===== src/rtl/penc_pkg.sv =====
// Shared types and sizing helpers for the round-robin priority-encoder arbiter.
package penc_pkg;

    typedef enum logic {
        IDLE = 1'b0,
        BUSY = 1'b1
    } state_t;

    function automatic int opt_of(input int len);
        return 2 ** len;
    endfunction

    function automatic int clog2(input int value);
        int r;
        r = 0;
        while ((1 << r) < value) r++;
        return r;
    endfunction

    // Hold counter width; a zero or one-cycle limit still needs one bit.
    function automatic int cnt_width(input int max_hold);
        return (clog2(max_hold) < 1) ? 1 : clog2(max_hold);
    endfunction

endpackage


===== src/rtl/penc_min.sv =====
// Lowest-index priority encoder; an all-zero input encodes to 0.
module penc_min
    import penc_pkg::*;
#(
    parameter int LEN = 4,
    localparam int OPT = opt_of(LEN)
) (
    input  logic [OPT-1:0] X,
    output logic [LEN-1:0] Y
);

    // NOTE: blocking assignments in always_comb; scanning downward lets the
    // lowest set index overwrite any higher one.
    always_comb begin
        Y = '0;
        for (int i = OPT - 1; i >= 0; i--) begin
            if (X[i]) Y = LEN'(i);
        end
    end

endmodule


===== src/rtl/penc_rr_arbiter.sv =====
// Round-robin arbiter: rotating-pointer mask in front of two lowest-index
// encoders, with a registered, held grant, release handshake and hold timeout.
module penc_rr_arbiter
    import penc_pkg::*;
#(
    parameter int LEN = 4,
    parameter int MAX_HOLD = 16,
    localparam int OPT = opt_of(LEN)
) (
    input  logic           clk,
    input  logic           rst,
    input  logic [OPT-1:0] X,
    input  logic           done,
    output logic [LEN-1:0] Y,
    output logic           valid,
    output logic           timeout
);

    localparam int CW = cnt_width(MAX_HOLD);
    localparam logic [CW-1:0] HOLD_LAST = CW'((MAX_HOLD > 0) ? MAX_HOLD - 1 : 0);

    state_t         state, state_n;
    logic [LEN-1:0] ptr, ptr_n;
    logic [LEN-1:0] y_n;
    logic [CW-1:0]  cnt, cnt_n;
    logic           timeout_n;

    logic [OPT-1:0] low_mask;
    logic [OPT-1:0] masked;
    logic [LEN-1:0] masked_y, raw_y, winner;
    logic           hold_hit, withdrawn, release_now;

    // Requesters at or above the pointer keep priority this round.
    always_comb begin
        for (int i = 0; i < OPT; i++) begin
            low_mask[i] = (i >= int'(ptr));
        end
    end

    assign masked = X & low_mask;

    penc_min #(.LEN(LEN)) u_penc_masked (
        .X (masked),
        .Y (masked_y)
    );

    penc_min #(.LEN(LEN)) u_penc_raw (
        .X (X),
        .Y (raw_y)
    );

    assign winner      = (|masked) ? masked_y : raw_y;
    assign hold_hit    = (MAX_HOLD != 0) && (cnt == HOLD_LAST);
    assign withdrawn   = ~X[Y];
    assign release_now = done | withdrawn | hold_hit;
    assign valid       = (state == BUSY);

    // NOTE: every output of this block gets a default first so no path
    // leaves a value unassigned and infers a latch.
    always_comb begin
        state_n   = state;
        y_n       = Y;
        ptr_n     = ptr;
        cnt_n     = cnt;
        timeout_n = 1'b0;
        case (state)
            IDLE: begin
                if (|X) begin
                    y_n     = winner;
                    cnt_n   = '0;
                    state_n = BUSY;
                end
            end
            BUSY: begin
                if (release_now) begin
                    state_n   = IDLE;
                    ptr_n     = Y + LEN'(1);
                    // Only a pure hold-limit release is reported as a timeout.
                    timeout_n = hold_hit & ~done & ~withdrawn;
                end else if (cnt != '1) begin
                    cnt_n = cnt + CW'(1);
                end
            end
            default: state_n = IDLE;
        endcase
    end

    // NOTE: non-blocking assignments for all registered state so every
    // register samples the pre-edge values.
    always_ff @(posedge clk or posedge rst) begin
        if (rst) begin
            state   <= IDLE;
            Y       <= '0;
            ptr     <= '0;
            cnt     <= '0;
            timeout <= 1'b0;
        end else begin
            state   <= state_n;
            Y       <= y_n;
            ptr     <= ptr_n;
            cnt     <= cnt_n;
            timeout <= timeout_n;
        end
    end

endmodule


===== config.mk =====
export PLATFORM = sky130hd
export DESIGN_NAME = penc_rr_arbiter
export DESIGN_NICKNAME = d
export VERILOG_FILES = /design/src/rtl/penc_pkg.sv /design/src/rtl/penc_min.sv /design/src/rtl/penc_rr_arbiter.sv
export SDC_FILE = /design/constraint.sdc
export NUM_CORES = 1
export LEC_CHECK = 0
export CORE_MARGIN = 2
export CORE_UTILIZATION = 48
export CTS_CLUSTER_SIZE = 12
export DETAILED_ROUTE_END_ITERATION = 6
export GPL_TIMING_DRIVEN = 0
export PLACE_DENSITY = 0.77
export RECOVER_POWER = 100
export SYNTH_ARGS = -nofsm -noshare
export SYNTH_HDL_FRONTEND = slang
export SYNTH_SLANG_ARGS = --single-unit

===== constraint.sdc =====
create_clock -name clk -period 1.9 [get_ports clk]
set_input_delay 0.38 -clock clk [delete_from_list [all_inputs] [get_ports clk]]
set_output_delay 0.38 -clock clk [all_outputs]
set_load 0.05 [all_outputs]

Word-level counts from Yosys, hierarchy flattened
Index checks and enable logic that the tools add are counted.

ROM bits: 0. RAM bits: 0. Input port bits: 19. Memories: 0. Logic and storage cells: 85. Output and inout bits: 6. Bits in latches: 0. Register bits: 14.

Shifts and indexed selects: 0. Multiply operators: 0. Magnitude comparators: 16. Bitwise operators: 8. $add $sub $neg: 2. Equal/unequal tests: 5. Reduce and logical (&&, ||, !) cells: 5. Muxes and demuxes: 44. Div/mod/pow operators: 0.

Operators by type and width (count): $mux 4 (36); $reduce_or 16->1 (2); $ge 4x4->1 const A (7); $and 16x16->16 (1); $ge 3x4->1 const A (4); $add 4x1->4 const B (2); $ge 1x4->1 const A (2); $ge 2x4->1 const A (2); $pmux 4 s2 (1); $lt 4x5->1 const B (1); $mux 1 (5); $bmux 1 s4 (1); $eq 4x4->1 const B (1); $ne 2x2->1 const B (2); $ne 4x4->1 const B (1); $reduce_and 2->1 (2); $not 1->1 (3); $reduce_and 3->1 (1); $and 1x1->1 (2); $ne 2x1->1 const B (1); $or 1x1->1 (2); $pmux 1 s2 (1).

Logic depth before layout (Yosys ltp)
Gate-level depths: netlist (run 1).

Word-level depth: 19. Gate-level depth with buffers: 8. Gate-level depth less buffers: 6.

Cells and area by module
Synthesis (run 1) repeated with hierarchy kept, for this count alone.

Cell total of the unflattened synthesis: 211. Area total of the unflattened synthesis: 1592.8 µm².

By module, submodules not included: penc_rr_arbiter (instances 1, cells an instance 149, area an instance 1234.9 µm², sequential area each 350.3 µm²); penc_min (instances 2, cells an instance 31, area an instance 178.9 µm², sequential area each 0.0 µm²).

Worst setup path before layout (run 1)
Ideal clock, no wire load.

Path kind: flip-flop to flip-flop. Start: register Y[0]. End: register ptr[1]. Clock period less this slack: 2.226 ns. Required time: 1.775 ns. Cell stages (with the launch flop): 7. Setup time: 0.125 ns. Path slack: -0.326 ns. Data arrival time: 2.101 ns. Path through: dfrtp_1 > buf_4 > mux4_1 > mux2i_1 > mux2_4 > o21ai_2 > mux2_2.

Cells in the longest elaborated chain, start to end: 6.

RTL lines: start, declared (RTL line penc_rr_arbiter.sv:14) `output logic [LEN-1:0] Y,`; start signal, assigned (RTL line penc_rr_arbiter.sv:99) `Y <= y_n;`; $bmux 1 s4 (RTL line penc_rr_arbiter.sv:54) `assign withdrawn = ~X[Y];`; $mux 1 (not written as such) (RTL line penc_rr_arbiter.sv:54); $not 1->1 (RTL line penc_rr_arbiter.sv:54); $or 1x1->1 (2 in series) (RTL line penc_rr_arbiter.sv:55) `assign release_now = done | withdrawn | hold_hit;`; $reduce_and 2->1 (no source line); end signal, assigned (RTL line penc_rr_arbiter.sv:100) `ptr <= ptr_n;`; end, declared (RTL line penc_rr_arbiter.sv:23) `logic [LEN-1:0] ptr, ptr_n;`.

Several ways; a longest one is shown, not always the timed one. The select of a mux whose other input is x is not followed. A chain may end at the register's enable or synchronous reset.

Worst setup path after layout (run 1)
Start: register Y[0]. End: register ptr[3].

The elaborated chain is that of the path after synthesis.

==> flow_summary.toml, run 1 <==
[cts]
ctsHoldBuffers = 0
tritoncts = "done"
numCtsBuffers = 3
cts_root_buffer = "clkbuf_4"
cts_buffer_depth = 2
htreeDepth = 1
clk_pin_slew_ns = 0.09
numClockSinks = 14
insertion_delay_ns = 0.28

[pwr]
leakage_nw = 0.876
ir_worst_vdd_uv = 1230
total_power_mw = 2.83
p_per_area_nw_per_um2 = 1470

[timing]
worstMarginPinSlew_ns = 0.541
setup_slack_ns = -0.0552
maxSlewViolCount = 0
min_period_ns = 1.96
rsz0062_at_grt = "yes"
setup_viol = 5
relSlewSlack_pct = 63.9
fmax_mhz = 511
post-route-period-util_pct = 103
clock_skew_ns = 0.00216
hold_violations = 0

[yosys]
synth_area_leaders = "dfrtp_1 (25%), nand2_1 (5.8%), mux4_1 (5.5%)"
avgSynthCellArea_sq_um = 8.12
synth_area_leader_cell = "dfrtp_1"
syn_nets = 196
netlist_instances = 175
synthFlopType = "dfrtp_1"
yosys_warnings = 0
synthesis.area_sq_um = 1420
synth_cell_type_count = 54
async_flop_share_pct = 100
synth-edff-count = 0
ys_seq_elements = 14
netlist.area_leader.share_pct = 24.6
yosysSeqAreaShare_pct = 24.6

[detailed_routing]
drc = 0
dr.max_layer_used = "met4"
drt-met1-wl_um = 1810
met2_length_um = 2100
routedWlPerCell_um = 17.8
viasPerCell = 6.39
vias = 1604
wl_met3_um = 454
routed_wl_um = 4470
drt_iter0_drc = 116
drtAntennaViolNets = 0
firstDrtPassIters = 4

[worst_setup_path]
crit_fanout = 6
start_kind = "flop"
cp-startpoint = "Y[0]$_DFFE_PP0P_"
crit_arrival_ns = 2.12
required_ns = 2.07
reg2reg_from = "Y[0]$_DFFE_PP0P_"
r2r_cells = 6
cp-end-kind = "flop"
criticalPathCategory = "reg2reg"

[status]
violations = "setup timing"
status = "finished, violations left"

[floorplanning]
dieArea_sq_um = 3410
die_w_um = 58.4
coreArea_sq_um = 2780
io_pins = 25
die_h_um = 58.4
initial_core_util_pct = 51.1
rows = 19

[global_routing]
track_usage_pct = 28.1
antenna_found_initial = 0
grt_max_degree = 15
grt_overflow_total = 0
grt_pass1_wl_um = 7330
grt_pass1_vias = 1568

[flow_run]
cap_violations = 0

[placement]
dp_slack_ns = -0.593
port_buffers = 23
place_congestion = 0.950
hpwl_um = 3200

[cells_and_area]
antenna_cells = 0
final_core_util_pct = 69.4
nets = 242
drive_above_1_share_pct = 29.1
area_growth_pct = 35.8
final_common_cell = "nand2_1"
layout_common_cells = "nand2_1 (21), buf_4 (19), nor2_1 (17), dlygate4sd2_1 (17), a21oi_1 (12)"

[min_path]
hold_class = "reg2reg"
min_from = "cnt[3]$_DFFE_PP0P_"
hold-path-cell-count = 1
-- cell usage after synthesis (3+ instances only) --
cell,n
a21oi_1,13
buf_2,3
buf_4,3
dfrtp_1,14
inv_1,10
mux2_2,3
mux2i_1,6
mux4_1,3
nand2_1,22
nand2b_1,8
nand3_1,4
nand4_1,3
nor2_1,18
nor4_1,4
o21ai_0,9
or2_2,3
-- power breakdown --
group | internal [mW] | leakage, nW | switching, mW | total [mW]
Combinational | 0.970 | 0.681 | 1.10 | 2.07
Clock | 0.116 | 0.0210 | 0.0988 | 0.215
Sequential | 0.418 | 0.175 | 0.129 | 0.547
Total | 1.50 | 0.876 | 1.33 | 2.83
-- metal layers --
metal  track usage [%]  vias to the layer above
met1              37.8                      751
met5                 0                        -
met4              12.0                        0
li1                  -                      738
met3              2.86                       16
met2              46.1                       99
-- logic make-up after synthesis --
kind of cell	synth area share [%]
multiplexers	14.8
AND/OR/NAND/NOR	24.2
XOR/XNOR	1.23
buffers and inverters	6.51
AO/OA/AOI/OAI	26.8
adder cells (fa/ha/maj)	1.76
flip-flops	24.6
-- sequential cells by signal (all words and copies together) (netlist names) --
| signal | count |
|---|---|
| ptr | 4 |
| valid | 1 |
| cnt | 4 |
| timeout | 1 |
| Y | 4 |
-- timing repair --
| item | CTS | global route |
|---|---|---|
| pin swaps | 7 | 10 |
| hold endpoints to repair | 0 | 0 |
| setup endpoints to repair | 17 | 9 |
| gates cloned | 2 | 0 |
| resized for setup | 34 | 14 |
| buffers inserted | 9 | 7 |
-- critical path, cell delays in order (launching register included) --
cell and delay (ns):
dfrtp_2 0.39, buf_6 0.14, mux4_2 0.50, mux2i_2 0.20
mux2_4 0.22, o21ai_4 0.08, mux2_4 0.31
-- cell type report --
cell class	instances	area, sq um
Timing Repair Buffer	41	337
Buffer	10	80.1
Sequential cell	14	354
Multi-Input combinational cell	141	1050
Inverter	10	37.5
Tap cell	31	38.8
Fill cell	214	851
Clock buffer	4	36.3
-- stage by stage --
stage | cells | setup TNS, ns | cell area (sq um) | hold slack (ns)
after global routing | 251 | -0.609 | 1930 | 0.533
after floorplan | 175 | -0.409 | 1430 | 0.269
after global placement | 229 | -6.45 | 1700 | 0.459
after CTS | 244 | -0.147 | 1850 | 0.458
after detailed placement | 229 | -6.73 | 1700 | 0.484
final | 251 | -0.190 | 1930 | 0.495
-- path summary, 6_finish.rpt --
| kind | slack, ns | endpoint |
|---|---|---|
| worst min register to register | 0.49 | cnt[3]$_DFFE_PP0P_ |
| worst max-delay path | -0.06 | ptr[3]$_DFFE_PP0P_ |
| worst max register to register | -0.06 | ptr[3]$_DFFE_PP0P_ |
| worst min-delay path | 0.49 | cnt[3]$_DFFE_PP0P_ |
| min in group asynchronous | 0.58 | ptr[2]$_DFFE_PP0P_ |
| max in group asynchronous | 0.94 | Y[1]$_DFFE_PP0P_ |
(Power assumes the default switching activity.)
==> run 2: changes to the inputs <==
Settings changed: SLEW_MARGIN from default to 20, TNS_END_PERCENT from default to 50.
==> flow_summary.toml, run 2 (synthesis results as in run 1) <==
[cts]
numCtsBuffers = 3
cts_root_buffer = "clkbuf_4"
htreeDepth = 1
ctsHoldBuffers = 0
tritoncts = "done"
numClockSinks = 14
clk_pin_slew_ns = 0.09
cts_buffer_depth = 2
insertion_delay_ns = 0.28

[worst_setup_path]
crit_fanout = 7
slowest_stage = "dlygate4sd2_1"
crit_end = "ptr[3]$_DFFE_PP0P_"
criticalPathCategory = "in2reg"
cp_slowest_stage_delay_ns = 0.47
cp-end-kind = "flop"
ff2ff_setup_slack_ns = -0.06
required_ns = 2.07
crit_arrival_ns = 2.13
path_depth = 6
worst_r2r_endpoint = "ptr[3]$_DFFE_PP0P_"
cpLargestDelayFamily = "multiplexers"
reg2reg_from = "Y[0]$_DFFE_PP0P_"
critPathBufInv = 1
start_kind = "input port"
worstPathCellList = "dlygate4sd2_1 -> mux4_2 -> mux2i_1 -> mux2_4 -> o21ai_4 -> mux2_2"
cp-startpoint = "X[1]"
r2r_cells = 6

[pwr]
total_power_mw = 2.77
ir_worst_vdd_uv = 1190
p_per_area_nw_per_um2 = 1470
leakage_nw = 0.840

[timing]
hold_violations = 0
setup_viol = 6
fin_tns_setup_ns = -0.247
setup_slack_ns = -0.0655
fmax_mhz = 509
rsz0062_at_grt = "yes"
clock_skew_ns = 0.00260
maxSlewViolCount = 0
post-route-period-util_pct = 103
min_period_ns = 1.97
relSlewSlack_pct = 60.5
worstMarginPinSlew_ns = 0.595

[cells_and_area]
instances_no_fill = 246
nets = 237
antenna_cells = 0
fin_area_sq_um = 1880
top_regs = "Y x4, cnt x4, ptr x4"
layout_common_cells = "nand2_1 (21), nor2_1 (17), dlygate4sd2_1 (17)"
drive_above_1_share_pct = 27.0
area_growth_pct = 32.3
final_common_cell = "nand2_1"

[placement]
dp_slack_ns = -0.593
dp_cells = 229
dpl-instance-area_sq_um = 1700
port_buffers = 23
hpwl_um = 3200
place_congestion = 0.950

[detailed_routing]
routedWlPerCell_um = 18.8
firstDrtPassIters = 5
viasPerCell = 6.63
drtAntennaViolNets = 0
drt_iter0_drc = 146
drc = 0
routed_wl_um = 4620
vias = 1631

[floorplanning]
io_pins = 25
die_w_um = 58.4
coreArea_sq_um = 2780
dieArea_sq_um = 3410
initial_core_util_pct = 51.1
rows = 19
die_h_um = 58.4

[min_path]
hold-path-cell-count = 1
hold_class = "reg2reg"

[global_routing]
grt_pass1_wl_um = 7350
antenna_found_initial = 0
track_usage_pct = 28.2
grt_max_degree = 15
grt_overflow_total = 0
grt_pass1_vias = 1575

[flow_run]
cap_violations = 0

[status]
status = "finished, violations left"
violations = "setup timing"
[run 2: changes by cell type in the layout (fill, tap and decap cells not counted)]
cell | before | now
buf_4 | 19 | 15
mux2_2 | 0 | 2
mux2_4 | 4 | 2
buf_6 | 4 | 3
clkbuf_1 | 0 | 1
clkbuf_2 | 4 | 3
o21ai_0 | 8 | 9
o21ai_1 | 2 | 1
[run 2: worst register-to-register path, stage by stage (launching register included)]
cell and delay [ns]:
dfrtp_2 0.43, buf_6 0.14, mux4_2 0.34, mux2i_1 0.07, mux2_4 0.31, o21ai_4 0.20
mux2_2 0.36
[run 2: metrics by stage]
stage / hold WS (ns) / util [%]
2_1_floorplan: 0.269 / -
3_3_place_gp: 0.459 / 61.1
3_5_place_dp: 0.484 / 61.1
4_1_cts: 0.458 / 66.1
5_1_grt: 0.533 / 67.6
6_report: 0.499 / 67.6
[run 2: layout make-up]
type | count | area [sq um]
plain buffers | 10 | 76.3
flip-flops and latches | 14 | 354
well taps | 31 | 38.8
fillers | 218 | 901
inverters | 10 | 37.5
multi-input cells | 141 | 1040
repair buffers | 36 | 298
clock buffers | 4 | 36.3
[run 2: worst min-delay path by stage]
stage	to	from
final	cnt[3]$_DFFE_PP0P_	cnt[3]$_DFFE_PP0P_
after global routing	cnt[3]$_DFFE_PP0P_	cnt[3]$_DFFE_PP0P_
after CTS	timeout$_DFF_PP0_	rst
after detailed placement	cnt[3]$_DFFE_PP0P_	cnt[3]$_DFFE_PP0P_
after global placement	cnt[3]$_DFFE_PP0P_	cnt[3]$_DFFE_PP0P_
after floorplan	Y[2]$_DFFE_PP0P_	rst
[run 2: report_power, final]
group / total, mW / switching [mW] / internal (mW)
Combinational: 2.00 / 1.10 / 0.903
Sequential: 0.548 / 0.130 / 0.418
Clock: 0.217 / 0.101 / 0.116
Total: 2.77 / 1.33 / 1.44
[run 2: repair_timing]
item,CTS,global route
buffers inserted,8,3
endpoints found under the hold margin,0,0
resized for setup,31,11
pin swaps,7,6
cloned,2,0
setup endpoints to repair,17,9
[run 2: per-layer routing]
| layer | up-vias | GRT usage, % | wire (um) |
|---|---|---|---|
| met5 | - | 0 | 0 |
| met4 | 0 | 11.6 | 44 |
| met3 | 8 | 3.30 | 501 |
| met2 | 118 | 46.4 | 2240 |
| met1 | 772 | 37.5 | 1830 |
| li1 | 733 | - | - |
